<file path="src/rtl/ipif_regs_be.sv">
// ipif_regs_be
//
// IPIF slave register file for NetFPGA-10G pcores. Software-written
// registers (WO, then RW) and hardware-supplied read-only registers (RO)
// share one chip-select and are laid out in word-index order WO, RW, RO.
// Writes merge byte by byte under Bus2IP_BE. A three-state handshake
// (IDLE, ACK, HOLD) gives exactly one acknowledge per access, however long
// Bus2IP_CS stays high. Per-register strobes, aligned with the acknowledge,
// let user logic build write-triggered commands and clear-on-read counters.
//
// Optional feature: define IPIF_REGS_BE_ADDR_ERR_EN to flag out-of-range
// accesses and writes to RO indices on IP2Bus_Error. When it is undefined,
// IP2Bus_Error is constant 0.
//
// Ports:
//   Bus2IP_Clk, Bus2IP_Reset   clock, asynchronous active-high reset
//   Bus2IP_Addr/CS/RNW/Data/BE IPIF request (byte address, select, dir, data)
//   IP2Bus_Data/RdAck/WrAck    registered read data and one-cycle acks
//   IP2Bus_Error               qualifies the ack
//   wo_regs, rw_regs           packed software registers, register 0 in LSBs
//   ro_regs                    packed hardware values, sampled on read
//   wr_strobe, rd_strobe       one-cycle per-register access pulses
// A port whose register count is 0 is one bit wide and tied to 0.
module ipif_regs_be #(
    parameter int C_S_AXI_DATA_WIDTH = 32,
    parameter int C_S_AXI_ADDR_WIDTH = 32,
    parameter int NUM_WO_REGS        = 1,
    parameter int NUM_RW_REGS        = 8,
    parameter int NUM_RO_REGS        = 10,
    parameter logic [C_S_AXI_DATA_WIDTH-1:0] RW_RESET_VAL = '0,
    localparam int WO_W = (NUM_WO_REGS > 0) ? NUM_WO_REGS * C_S_AXI_DATA_WIDTH : 1,
    localparam int RW_W = (NUM_RW_REGS > 0) ? NUM_RW_REGS * C_S_AXI_DATA_WIDTH : 1,
    localparam int RO_W = (NUM_RO_REGS > 0) ? NUM_RO_REGS * C_S_AXI_DATA_WIDTH : 1,
    localparam int WS_W = (NUM_WO_REGS + NUM_RW_REGS > 0) ? NUM_WO_REGS + NUM_RW_REGS : 1,
    localparam int RS_W = (NUM_RO_REGS > 0) ? NUM_RO_REGS : 1
) (
    input  logic                            Bus2IP_Clk,
    input  logic                            Bus2IP_Reset,
    input  logic [C_S_AXI_ADDR_WIDTH-1:0]   Bus2IP_Addr,
    input  logic                            Bus2IP_CS,
    input  logic                            Bus2IP_RNW,
    input  logic [C_S_AXI_DATA_WIDTH-1:0]   Bus2IP_Data,
    input  logic [C_S_AXI_DATA_WIDTH/8-1:0] Bus2IP_BE,
    output logic [C_S_AXI_DATA_WIDTH-1:0]   IP2Bus_Data,
    output logic                            IP2Bus_RdAck,
    output logic                            IP2Bus_WrAck,
    output logic                            IP2Bus_Error,
    output logic [WO_W-1:0]                 wo_regs,
    output logic [RW_W-1:0]                 rw_regs,
    input  logic [RO_W-1:0]                 ro_regs,
    output logic [WS_W-1:0]                 wr_strobe,
    output logic [RS_W-1:0]                 rd_strobe
);

    localparam int DW     = C_S_AXI_DATA_WIDTH;
    localparam int NBYTES = DW / 8;
    localparam int NW     = NUM_WO_REGS;
    localparam int NR     = NUM_RW_REGS;
    localparam int NRO    = NUM_RO_REGS;
    localparam int NSW    = NW + NR;
    localparam int TOTAL  = NSW + NRO;
    localparam int BL     = $clog2(NBYTES);
    localparam int IW     = ($clog2(TOTAL) > 1) ? $clog2(TOTAL) : 1;
    localparam int SW_A   = (NSW > 0) ? NSW : 1;
    localparam int RO_A   = (NRO > 0) ? NRO : 1;

    typedef enum logic [1:0] {IDLE, ACK, HOLD} state_t;

    state_t                 state;
    logic [SW_A*DW-1:0]     sw_q;
    logic [RO_A*DW-1:0]     ro_ext;
    logic [31:0]            idx_ext;
    logic [DW-1:0]          rd_value;
    logic [WS_W-1:0]        wr_hit;
    logic [RS_W-1:0]        rd_hit;
    logic                   addr_err;
    logic                   unused_bits;

    // Only the word-index bits of the address matter; the rest are
    // deliberately ignored, so registers alias through the upper bits.
    assign idx_ext     = 32'(Bus2IP_Addr[IW+BL-1:BL]);
    assign unused_bits = ^{Bus2IP_Addr, ro_regs};

    // Software registers live in one packed vector, WO first then RW, so a
    // word index below NSW addresses it directly.
    generate
        if (NW > 0) begin : g_wo
            assign wo_regs = sw_q[NW*DW-1:0];
        end else begin : g_no_wo
            assign wo_regs = '0;
        end
        if (NR > 0) begin : g_rw
            assign rw_regs = sw_q[NSW*DW-1:NW*DW];
        end else begin : g_no_rw
            assign rw_regs = '0;
        end
        if (NRO > 0) begin : g_ro
            assign ro_ext = ro_regs;
        end else begin : g_no_ro
            assign ro_ext = '0;
        end
    endgenerate

    // Address decode for the current request: read mux value, one-hot
    // register hits and the error condition. WO reads deliberately return 0.
    always_comb begin
        rd_value = '0;
        wr_hit   = '0;
        rd_hit   = '0;
        for (int i = 0; i < NSW; i++) begin
            if (idx_ext == 32'(i))
                wr_hit[i] = 1'b1;
        end
        for (int i = 0; i < NR; i++) begin
            if (idx_ext == 32'(NW + i))
                rd_value = sw_q[(NW + i) * DW +: DW];
        end
        for (int i = 0; i < NRO; i++) begin
            if (idx_ext == 32'(NSW + i)) begin
                rd_value  = ro_ext[i * DW +: DW];
                rd_hit[i] = 1'b1;
            end
        end
`ifdef IPIF_REGS_BE_ADDR_ERR_EN
        addr_err = (idx_ext >= 32'(TOTAL)) || (!Bus2IP_RNW && (idx_ext >= 32'(NSW)));
`else
        addr_err = 1'b0;
`endif
    end

    // Handshake FSM. All side effects (register writes, read capture, ack,
    // strobes) are committed on the IDLE->ACK edge only; ACK clears the
    // pulses and HOLD waits for CS to drop so a long CS cannot re-trigger.
    always_ff @(posedge Bus2IP_Clk or posedge Bus2IP_Reset) begin
        if (Bus2IP_Reset) begin
            state        <= IDLE;
            IP2Bus_Data  <= '0;
            IP2Bus_RdAck <= 1'b0;
            IP2Bus_WrAck <= 1'b0;
            IP2Bus_Error <= 1'b0;
            wr_strobe    <= '0;
            rd_strobe    <= '0;
            sw_q         <= {SW_A{RW_RESET_VAL}};
        end else begin
            case (state)
                IDLE: begin
                    if (Bus2IP_CS) begin
                        state        <= ACK;
                        IP2Bus_Error <= addr_err;
                        if (Bus2IP_RNW) begin
                            IP2Bus_RdAck <= 1'b1;
                            IP2Bus_Data  <= rd_value;
                            rd_strobe    <= rd_hit;
                        end else begin
                            IP2Bus_WrAck <= 1'b1;
                            wr_strobe    <= wr_hit;
                            for (int i = 0; i < NSW; i++) begin
                                for (int k = 0; k < NBYTES; k++) begin
                                    if (wr_hit[i] && Bus2IP_BE[k])
                                        sw_q[i*DW + k*8 +: 8] <= Bus2IP_Data[k*8 +: 8];
                                end
                            end
                        end
                    end
                end
                ACK: begin
                    state        <= HOLD;
                    IP2Bus_RdAck <= 1'b0;
                    IP2Bus_WrAck <= 1'b0;
                    IP2Bus_Error <= 1'b0;
                    wr_strobe    <= '0;
                    rd_strobe    <= '0;
                end
                HOLD: begin
                    if (!Bus2IP_CS)
                        state <= IDLE;
                end
                default: begin
                    state <= IDLE;
                end
            endcase
        end
    end

endmodule

</file>
<file path="config.mk">
export PLATFORM = sky130hd
export DESIGN_NAME = ipif_regs_be
export DESIGN_NICKNAME = d
export VERILOG_FILES = /design/src/rtl/ipif_regs_be.sv
export SDC_FILE = /design/constraint.sdc
export NUM_CORES = 1
export LEC_CHECK = 0
export CAP_MARGIN = 20
export CORE_AREA = 10 10 276 278
export CTS_BUF_LIST = sky130_fd_sc_hd__clkbuf_16
export DETAILED_ROUTE_END_ITERATION = 8
export DIE_AREA = 0 0 286 288
export HOLD_SLACK_MARGIN = 0.1
export PLACE_DENSITY_LB_ADDON = 0.2
export REMOVE_ABC_BUFFERS = 1
export SYNTH_ARGS = -nofsm -noshare
export SYNTH_HDL_FRONTEND = slang
export SYNTH_SLANG_ARGS = --single-unit
</file>
<file path="constraint.sdc">
create_clock -name Bus2IP_Clk -period 28.1 [get_ports Bus2IP_Clk]
set_input_delay 2.81 -clock Bus2IP_Clk [delete_from_list [all_inputs] [get_ports Bus2IP_Clk]]
set_output_delay 2.81 -clock Bus2IP_Clk [all_outputs]
set_load 0.02 [all_outputs]
</file>
; ---- After elaboration in Yosys (flattened, before gate mapping)
; Index checks and enable logic that the tools add are counted.
[word_totals]
word_cells = 202
mem_count = 0
output_inout_bits = 342
ramBits = 0
mem_bits_ro = 0
latch_bits = 0
register_bits = 344
[classes]
magnitude_cmp = 0
bitwise_logic = 1
addsub = 0
mux = 54
multipliers = 0
n_reduce_logical = 80
eq_ne = 24
div_mod_pow = 0
n_shift = 0
[op_table]
columns = op, n
row1 = $mux W32, 18
row2 = $reduce_and A4 Y1, 36
row3 = $eq A5 B4 Y1 const B, 8
row4 = $logic_and A1 B1 Y1, 36
row5 = $logic_not A32 Y1, 1
row6 = $mux W1, 24
row7 = $eq A5 B3 Y1 const B, 4
row8 = $mux W10, 2
row9 = $pmux W10 S2, 1
row10 = $mux W9, 2
row11 = $pmux W9 S2, 1
row12 = $eq A5 B5 Y1 const B, 3
row13 = $eq A5 B2 Y1 const B, 2
row14 = $reduce_and A3 Y1, 3
row15 = $ne A2 B2 Y1 const B, 4
row16 = $pmux W1 S2, 3
row17 = $pmux W2 S3, 1
row18 = $eq A5 B1 Y1 const B, 1
row19 = $mux W2, 2
row20 = $reduce_and A2 Y1, 2
row21 = $eq A2 B1 Y1 const B, 1
row22 = $eq A2 B2 Y1 const B, 1
row23 = $logic_not A2 Y1, 1
row24 = $reduce_bool A2 Y1, 1
row25 = $not A1 Y1, 1

; ---- Depth between registers and ports, before layout
; Gate-level depths: netlist of run 1.
[logic_depth]
ltp_word = 19
depth_mapped = 10

; ---- Worst setup path before layout of run 1
; OpenSTA, ideal clock, no wires.
[synth_path]
path_type = input-to-reg
from = input Bus2IP_Addr[4]
to = register IP2Bus_Data[14]
setup_time_ns = 0.132
n_path_buf = 3
stages = 9
setup_slack_ns = 23.729
required_ns = 27.968
t_arrival_ns = 4.239
cell_sequence = buf_4 buf_6 buf_6 nand3b_4 nor2_1 a221oi_1 nand2_1 a2111oi_1 nor2_1
[synth_via]
elab_chain_len = 19
[synth_rtl]
columns = element, line_no
row1 = from (decl), 39  ; input logic [C_S_AXI_ADDR_WIDTH-1:0] Bus2IP_Addr,
row2 = $eq A5 B1 Y1, 115  ; if (idx_ext == 32'(NW + i))
row3 = $mux W32 (8 in series), 115
row4 = $mux W32 (9 in series), 119  ; if (idx_ext == 32'(NSW + i)) begin
row5 = $mux W32 *, 119
row6 = to (signal assigned), 152  ; IP2Bus_Data <= rd_value;
row7 = to (decl), 44  ; output logic [C_S_AXI_DATA_WIDTH-1:0] IP2Bus_Data,
; Every way passes the cells marked *; elsewhere a longest branch is shown, timed or not.
; A chain may end at the register's enable or synchronous reset.

; ---- Worst setup path after layout of run 1
[layout_path]
from = input Bus2IP_Addr[6]
to = register sw_q[233]
[layout_via]
elab_chain_len = 4
[layout_rtl]
columns = element, line_no
row1 = $eq A5 B3 Y1, 111  ; if (idx_ext == 32'(i))
row2 = $mux W1, 111
row3 = $logic_and A1 B1 Y1, 159  ; if (wr_hit[i] && Bus2IP_BE[k])
row4 = $reduce_and A4 Y1 (no line), -
row5 = to (signal assigned), 143  ; sw_q <= {SW_A{RW_RESET_VAL}};
row6 = "to (signal, indexed assignment)", 160  ; sw_q[i*DW + k*8 +: 8] <= Bus2IP_Data[k*8 +: 8];
row7 = to (decl), 70  ; logic [SW_A*DW-1:0] sw_q;
; Every way passes these cells.

==> flow_metrics.tcl, run 1 <==
set metrics [dict create \
    worstHoldPathType "reg2reg" \
    dp_hpwl_um 95900 \
    finalMaxSlewViolations 0 \
    combPwrFrac 0.295 \
    die_x_um 286 \
    yosysWarningCount 0 \
    drt_iter0_markers 1464 \
    tritoncts "yes" \
    cts_inserted_buffers 44 \
    synthFlopType "dfrtp_1" \
    clock-sinks 343 \
    p_sw_mw 0.554 \
    power_frac_seq 0.363 \
    antenna_found_initial 21 \
    total_power_mw 1.65 \
    placed_cell_area_mm2 0.0268 \
    critPathLaunchType "primary input" \
    io_pins 734 \
    hold_start "rd_strobe[9]$_DFFE_PP0P_" \
    fmax_mhz 155 \
    clock_path_buffers 3 \
    hold_depth 2 \
    clkTransAtPathRegs_ps 60 \
    ff2ff_setup_slack_ps 24780 \
    yosysTopAreaCell "dfrtp_1" \
    clk_latency_ps 580 \
    min_to "rd_strobe[9]$_DFFE_PP0P_" \
    slew_headroom 0.217 \
    nNetsFinal 2828 \
    yosys-top-cells-count "dfrtp_1, mux2_2, o21ai_0" \
    syn_inst 1734 \
    grt_pass1_wl_um 171000 \
    period_share 0.230 \
    startpoint "Bus2IP_Addr[6]" \
    drc 0 \
    hold_viol 0 \
    rr_startpoint "state[0]$_DFFE_PP0P_" \
    maxCapViolCount 0 \
    rows 98 \
    critPathKind "in2reg" \
    grt_pass1_vias 20400 \
    cp-end-kind "flip-flop" \
    htree_levels 2 \
    firstDrtPassIters 7 \
    overflow 0 \
    synth.avg_cell_area_um2 10.7 \
    area_growth_pct 51.9 \
    cts-hold-fix-buffers 0 \
    path_max_fanout 33 \
    wirelength_um 126000 \
    async_reset_ff_frac 1.00 \
    power.density_mw_per_mm2 58.5 \
    grt_setup_unrepaired "false" \
    core_mm2 0.0709 \
    synth-seq-cells 343 \
    grt_max_degree 77 \
    worstMarginPinSlew_ps 1170 \
    final_cell_area_mm2 0.0282 \
    power.internal_mw 1.10 \
    reg2regPathDepth 5 \
    period_minus_slack_ps 6470 \
    synth_top_area_frac 0.462 \
    peakVddDrop_uv 39.9 \
    fin_skew_ps 15.7 \
    io_buffers 705 \
    synth_edf_count 0 \
    viasPerCell 5.57 \
    r2r_end "sw_q[259]$_DFFE_PP0P_" \
    track_usage 0.293 \
    setup_viol 0 \
    p_clk_frac 0.341 \
    gp_congestion 0.915 \
    vias 19100 \
    worstPathArrival_ps 6940 \
    p_leak_nw 12.0 \
    start_util 0.262 \
    cts_root_buffer "clkbuf_16" \
    critical_path_required_ps 28570 \
    yosysMostFrequentCell "dfrtp_1" \
    dieArea_mm2 0.0824 \
    fin_setup_tns_ps 0 \
    cts_resized 0 \
    ys_seq_area_frac 0.462 \
    postCtsSetupBuffers 0 \
    status "finished, final reports clean" \
    synth_area_mm2 0.0186 \
    dieHeight_um 288 \
    switching_share 0.336 \
    ant_nets 0 \
    synth_area_leaders "dfrtp_1, mux2_2, o21ai_0" \
    wl_per_cell_um 36.8 \
    netlist-cell-type-count 88 \
    drive_gt1_frac 0.199 \
]
cell usage in the layout (no fill, tap or decap), types with 18 or more instances in the layout:
cell type,n
nor3_1,31
nand3_1,32
nand2_1,106
a21oi_1,90
dfrtp_1,343
inv_1,19
mux2_2,289
a22oi_1,51
nor2_1,108
buf_4,63
o21ai_0,112
clkinv_1,18
a221oi_1,25
mux2i_1,25
a211oi_1,18
o22ai_1,52
clkbuf_16,45
nand2_2,20
clkdlybuf4s50_1,700
kinds of logic after synthesis:
family / synth area share
buf+inv: 0.0350
mux: 0.196
other cells: 0.000202
compound gates: 0.192
flops: 0.462
simple gates: 0.115
worst max-delay path, stage by stage:
cell and delay, ps:
buf_2 100, buf_4 280, nor3b_4 910, buf_4 440, nand2_1 730, nor2_2 830, nand2_2 370, mux2_2 370
state kept, by name, indices dropped and copies added, names as in the netlist:
| signal | flops |
|---|---|
| IP2Bus_RdAck | 1 |
| wr_strobe | 9 |
| IP2Bus_Data | 32 |
| sw_q | 288 |
| state | 2 |
| rd_strobe | 10 |
| IP2Bus_WrAck | 1 |
worst max-delay path by stage:
stage	endpoint	slack, ps	cells past startpoint
after CTS	sw_q[233]$_DFFE_PP0P_	21650	8
after global placement	sw_q[239]$_DFFE_PP0P_	21050	8
after detailed placement	sw_q[233]$_DFFE_PP0P_	21040	8
final	sw_q[233]$_DFFE_PP0P_	21630	8
after floorplan	IP2Bus_Data[0]$_DFFE_PP0P_	15780	1
after global routing	sw_q[229]$_DFFE_PP0P_	21610	8
through the flow:
stage               worst slack (ps)  utilization  hold WS (ps)  instances
CTS                            21650        0.397           484       3420
global placement               21050        0.377           463       3335
floorplan                      15780            -           497       1619
global route                   21610        0.398           506       3423
finish                         21630        0.398           478       3425
detailed placement             21040        0.378           466       3338
final cells by class:
cell class              instances  area (um^2)
clock inverters                37          273
fillers                      7074        42600
flip-flops and latches        343         8580
repair buffers                771         7580
multi-input cells            1261         9400
well taps                     950         1190
diodes                          3         7.51
clock buffers                  45         1130
inverters                      15         63.8
power by group through the flow:
stage | registers (mW) | clock network [mW] | logic (mW)
finish | 0.600 | 0.564 | 0.488
floorplan | 0.670 | 0 | 0.120
global route | 0.607 | 0.591 | 0.512
global placement | 0.605 | 0 | 0.487
CTS | 0.599 | 0.573 | 0.492
detailed placement | 0.607 | 0 | 0.490
layer usage:
| layer | track usage | up-vias | wire (um) |
|---|---|---|---|
| li1 | - | 8000 | - |
| met1 | 0.339 | 9818 | 48500 |
| met2 | 0.498 | 990 | 60600 |
| met3 | 0.101 | 240 | 11700 |
| met4 | 0.106 | 30 | 4790 |
| met5 | 0 | - | 179 |
Note: power is estimated with default switching activity, not from simulation.
==> run 2, diff against run 1 <==
--- a/config.mk
+++ b/config.mk
@@ -6,10 +6,10 @@
 export NUM_CORES = 1
 export LEC_CHECK = 0
 export CAP_MARGIN = 20
-export CORE_AREA = 10 10 276 278
+export CORE_AREA = 10 10 277 279
 export CTS_BUF_LIST = sky130_fd_sc_hd__clkbuf_16
 export DETAILED_ROUTE_END_ITERATION = 8
-export DIE_AREA = 0 0 286 288
+export DIE_AREA = 0 0 287 289
 export HOLD_SLACK_MARGIN = 0.1
 export PLACE_DENSITY_LB_ADDON = 0.2
 export REMOVE_ABC_BUFFERS = 1
==> constraint.sdc (replaced) <==
create_clock -name Bus2IP_Clk -period 5.5 [get_ports Bus2IP_Clk]
set_input_delay 0.55 -clock Bus2IP_Clk [delete_from_list [all_inputs] [get_ports Bus2IP_Clk]]
set_output_delay 0.55 -clock Bus2IP_Clk [all_outputs]
set_load 0.02 [all_outputs]
==> run 2 against run 1 <==
Largest power group unchanged; critical endpoint is now sw_q[271]$_DFFE_PP0P_; setup slack got worse by 20000 ps; clock power rose to 4.9 times the previous value; routed wire length down 0.11%; non-clock buffer count unchanged.
==> flow_metrics.tcl, run 2 (synthesis gave the netlist of run 1 again) <==
set metrics [dict create \
    hold_viol 0 \
    critPathKind "in2reg" \
    clock-sinks 343 \
    rows 98 \
    die_x_um 287 \
    wirelength_um 126000 \
    grtUsageMet3 0.0975 \
    whs_ps 476 \
    firstDrtPassIters 7 \
    grt_setup_unrepaired "false" \
    io_buffers 705 \
    dp_hpwl_um 96400 \
    p_leak_nw 12.0 \
    switching_share 0.338 \
    drc 0 \
    fillers 6993 \
    postCtsSetupBuffers 0 \
    drive_gt1_frac 0.200 \
    ant_nets 0 \
    worstHoldPathType "reg2reg" \
    gp_congestion 0.941 \
    antenna_found_initial 21 \
    fmax_mhz 266 \
    slew_headroom 0.223 \
    met1_usage 0.337 \
    fin_skew_ps 23.2 \
    clock_path_buffers 3 \
    dieArea_mm2 0.0829 \
    final_common_cell "clkdlybuf4s50_1" \
    largest_reg_flops 288 \
    cts_root_buffer "clkbuf_16" \
    worstMarginPinSlew_ps 1160 \
    area_growth_pct 51.5 \
    peakVddDrop_uv 195 \
    track_usage 0.290 \
    clkTransAtPathRegs_ps 60 \
    htree_levels 2 \
    overflow 0 \
    combPwrFrac 0.299 \
    grt_pass1_wl_um 170000 \
    period_minus_slack_ps 3760 \
    dieHeight_um 289 \
    cts-hold-fix-buffers 0 \
    core_mm2 0.0711 \
    critical_path_required_ps 5950 \
    p_sw_mw 2.81 \
    clk_latency_ps 580 \
    setup_viol 0 \
    wl_per_cell_um 36.7 \
    largest_registers "sw_q: 288 flops, IP2Bus_Data: 32 flops, rd_strobe: 10 flops" \
    nNetsFinal 2828 \
    critPathLaunchType "primary input" \
    regMostFlops "sw_q" \
    tritoncts "yes" \
    start_util 0.261 \
    worstPathArrival_ps 4210 \
    p_clk_frac 0.331 \
    grt.met2_usage 0.493 \
    vias 19300 \
    grt_max_degree 136 \
    io_pins 734 \
    power.internal_mw 5.50 \
    status "finished, final reports clean" \
    total_power_mw 8.31 \
    top_usage_layer "met2" \
    cts_resized 0 \
    viasPerCell 5.65 \
    period_share 0.684 \
    cp-end-kind "flip-flop" \
    path_max_fanout 27 \
    drt_iter0_markers 1629 \
    final_cell_mix "clkdlybuf4s50_1, dfrtp_1, mux2_2" \
    maxCapViolCount 0 \
    cts_inserted_buffers 44 \
    finalMaxSlewViolations 0 \
    power_frac_seq 0.370 \
    grt_pass1_vias 20200 \
    power.density_mw_per_mm2 295 \
]
==> run 2: changes by cell type in the layout (fill, tap and decap cells not counted), sizes merged <==
cell      before  now
bufinv         4    2
clkinv        21   14
clkinvlp       3    4
diode          3    9
inv           24   26
==> run 2: power by group through the flow <==
stage               sequential [mW]  combinational, mW  clock, mW
global placement               3.10               2.47          0
finish                         3.07               2.48       2.75
CTS                            3.07               2.49       2.80
floorplan                      3.42              0.613          0
detailed placement             3.11               2.48          0
global route                   3.10               2.59       2.91
==> run 2: area by class of cell <==
cell class              count  area [um^2]  share of cell area
diodes                      9         22.5            0.000800
inverters                  15         63.8             0.00227
repair buffers            771         7580               0.269
clock inverters            31          195             0.00693
flip-flops and latches    343         8580               0.305
well taps                 950         1190              0.0422
clock buffers              45         1130              0.0400
multi-input cells        1261         9400               0.334
==> run 2: routing by layer <==
layer  share of wire  wire [um]  up-vias
li1                -          -     8036
met1            0.38      47800     9993
met2            0.48      60800     1057
met3           0.097      12200      236
met4           0.038       4730       24
met5          0.0014        176        -
==> run 2: path summary, 6_finish.rpt <==
| path | from | end | slack (ps) | depth (start not counted) |
|---|---|---|---|---|
| hold / removal | wr_strobe[2]$_DFFE_PP0P_ | wr_strobe[2]$_DFFE_PP0P_ | 480 | 1 |
| min in group asynchronous | Bus2IP_Reset | sw_q[10]$_DFFE_PP0P_ | 520 | 2 |
| hold reg to reg | wr_strobe[2]$_DFFE_PP0P_ | wr_strobe[2]$_DFFE_PP0P_ | 480 | 1 |
| setup reg to reg | state[1]$_DFFE_PP0P_ | IP2Bus_Data[0]$_DFFE_PP0P_ | 2300 | 6 |
| setup / recovery | Bus2IP_Addr[5] | sw_q[271]$_DFFE_PP0P_ | 1740 | 6 |
| max in group asynchronous | Bus2IP_Reset | sw_q[57]$_DFFE_PP0P_ | 3590 | 3 |
==> run 2: critical path: stages <==
cell	delay (ps)
buf_2	640
nor3b_4	320
nand2_1	670
nor2_1	990
nand2_1	570
mux2_2	430
==> run 2: through the flow <==
step / util / TNS, ps / std cells / setup WS, ps / cell area [um^2]
after global placement: 0.377 / 0 / 3338 / 1360 / 26800
after global routing: 0.396 / 0 / 3421 / 1760 / 28100
after CTS: 0.396 / 0 / 3416 / 1830 / 28100
final: 0.396 / 0 / 3425 / 1740 / 28200
after detailed placement: 0.377 / 0 / 3340 / 1240 / 26800
after floorplan: - / -1563520 / 1619 / -4560 / 18000
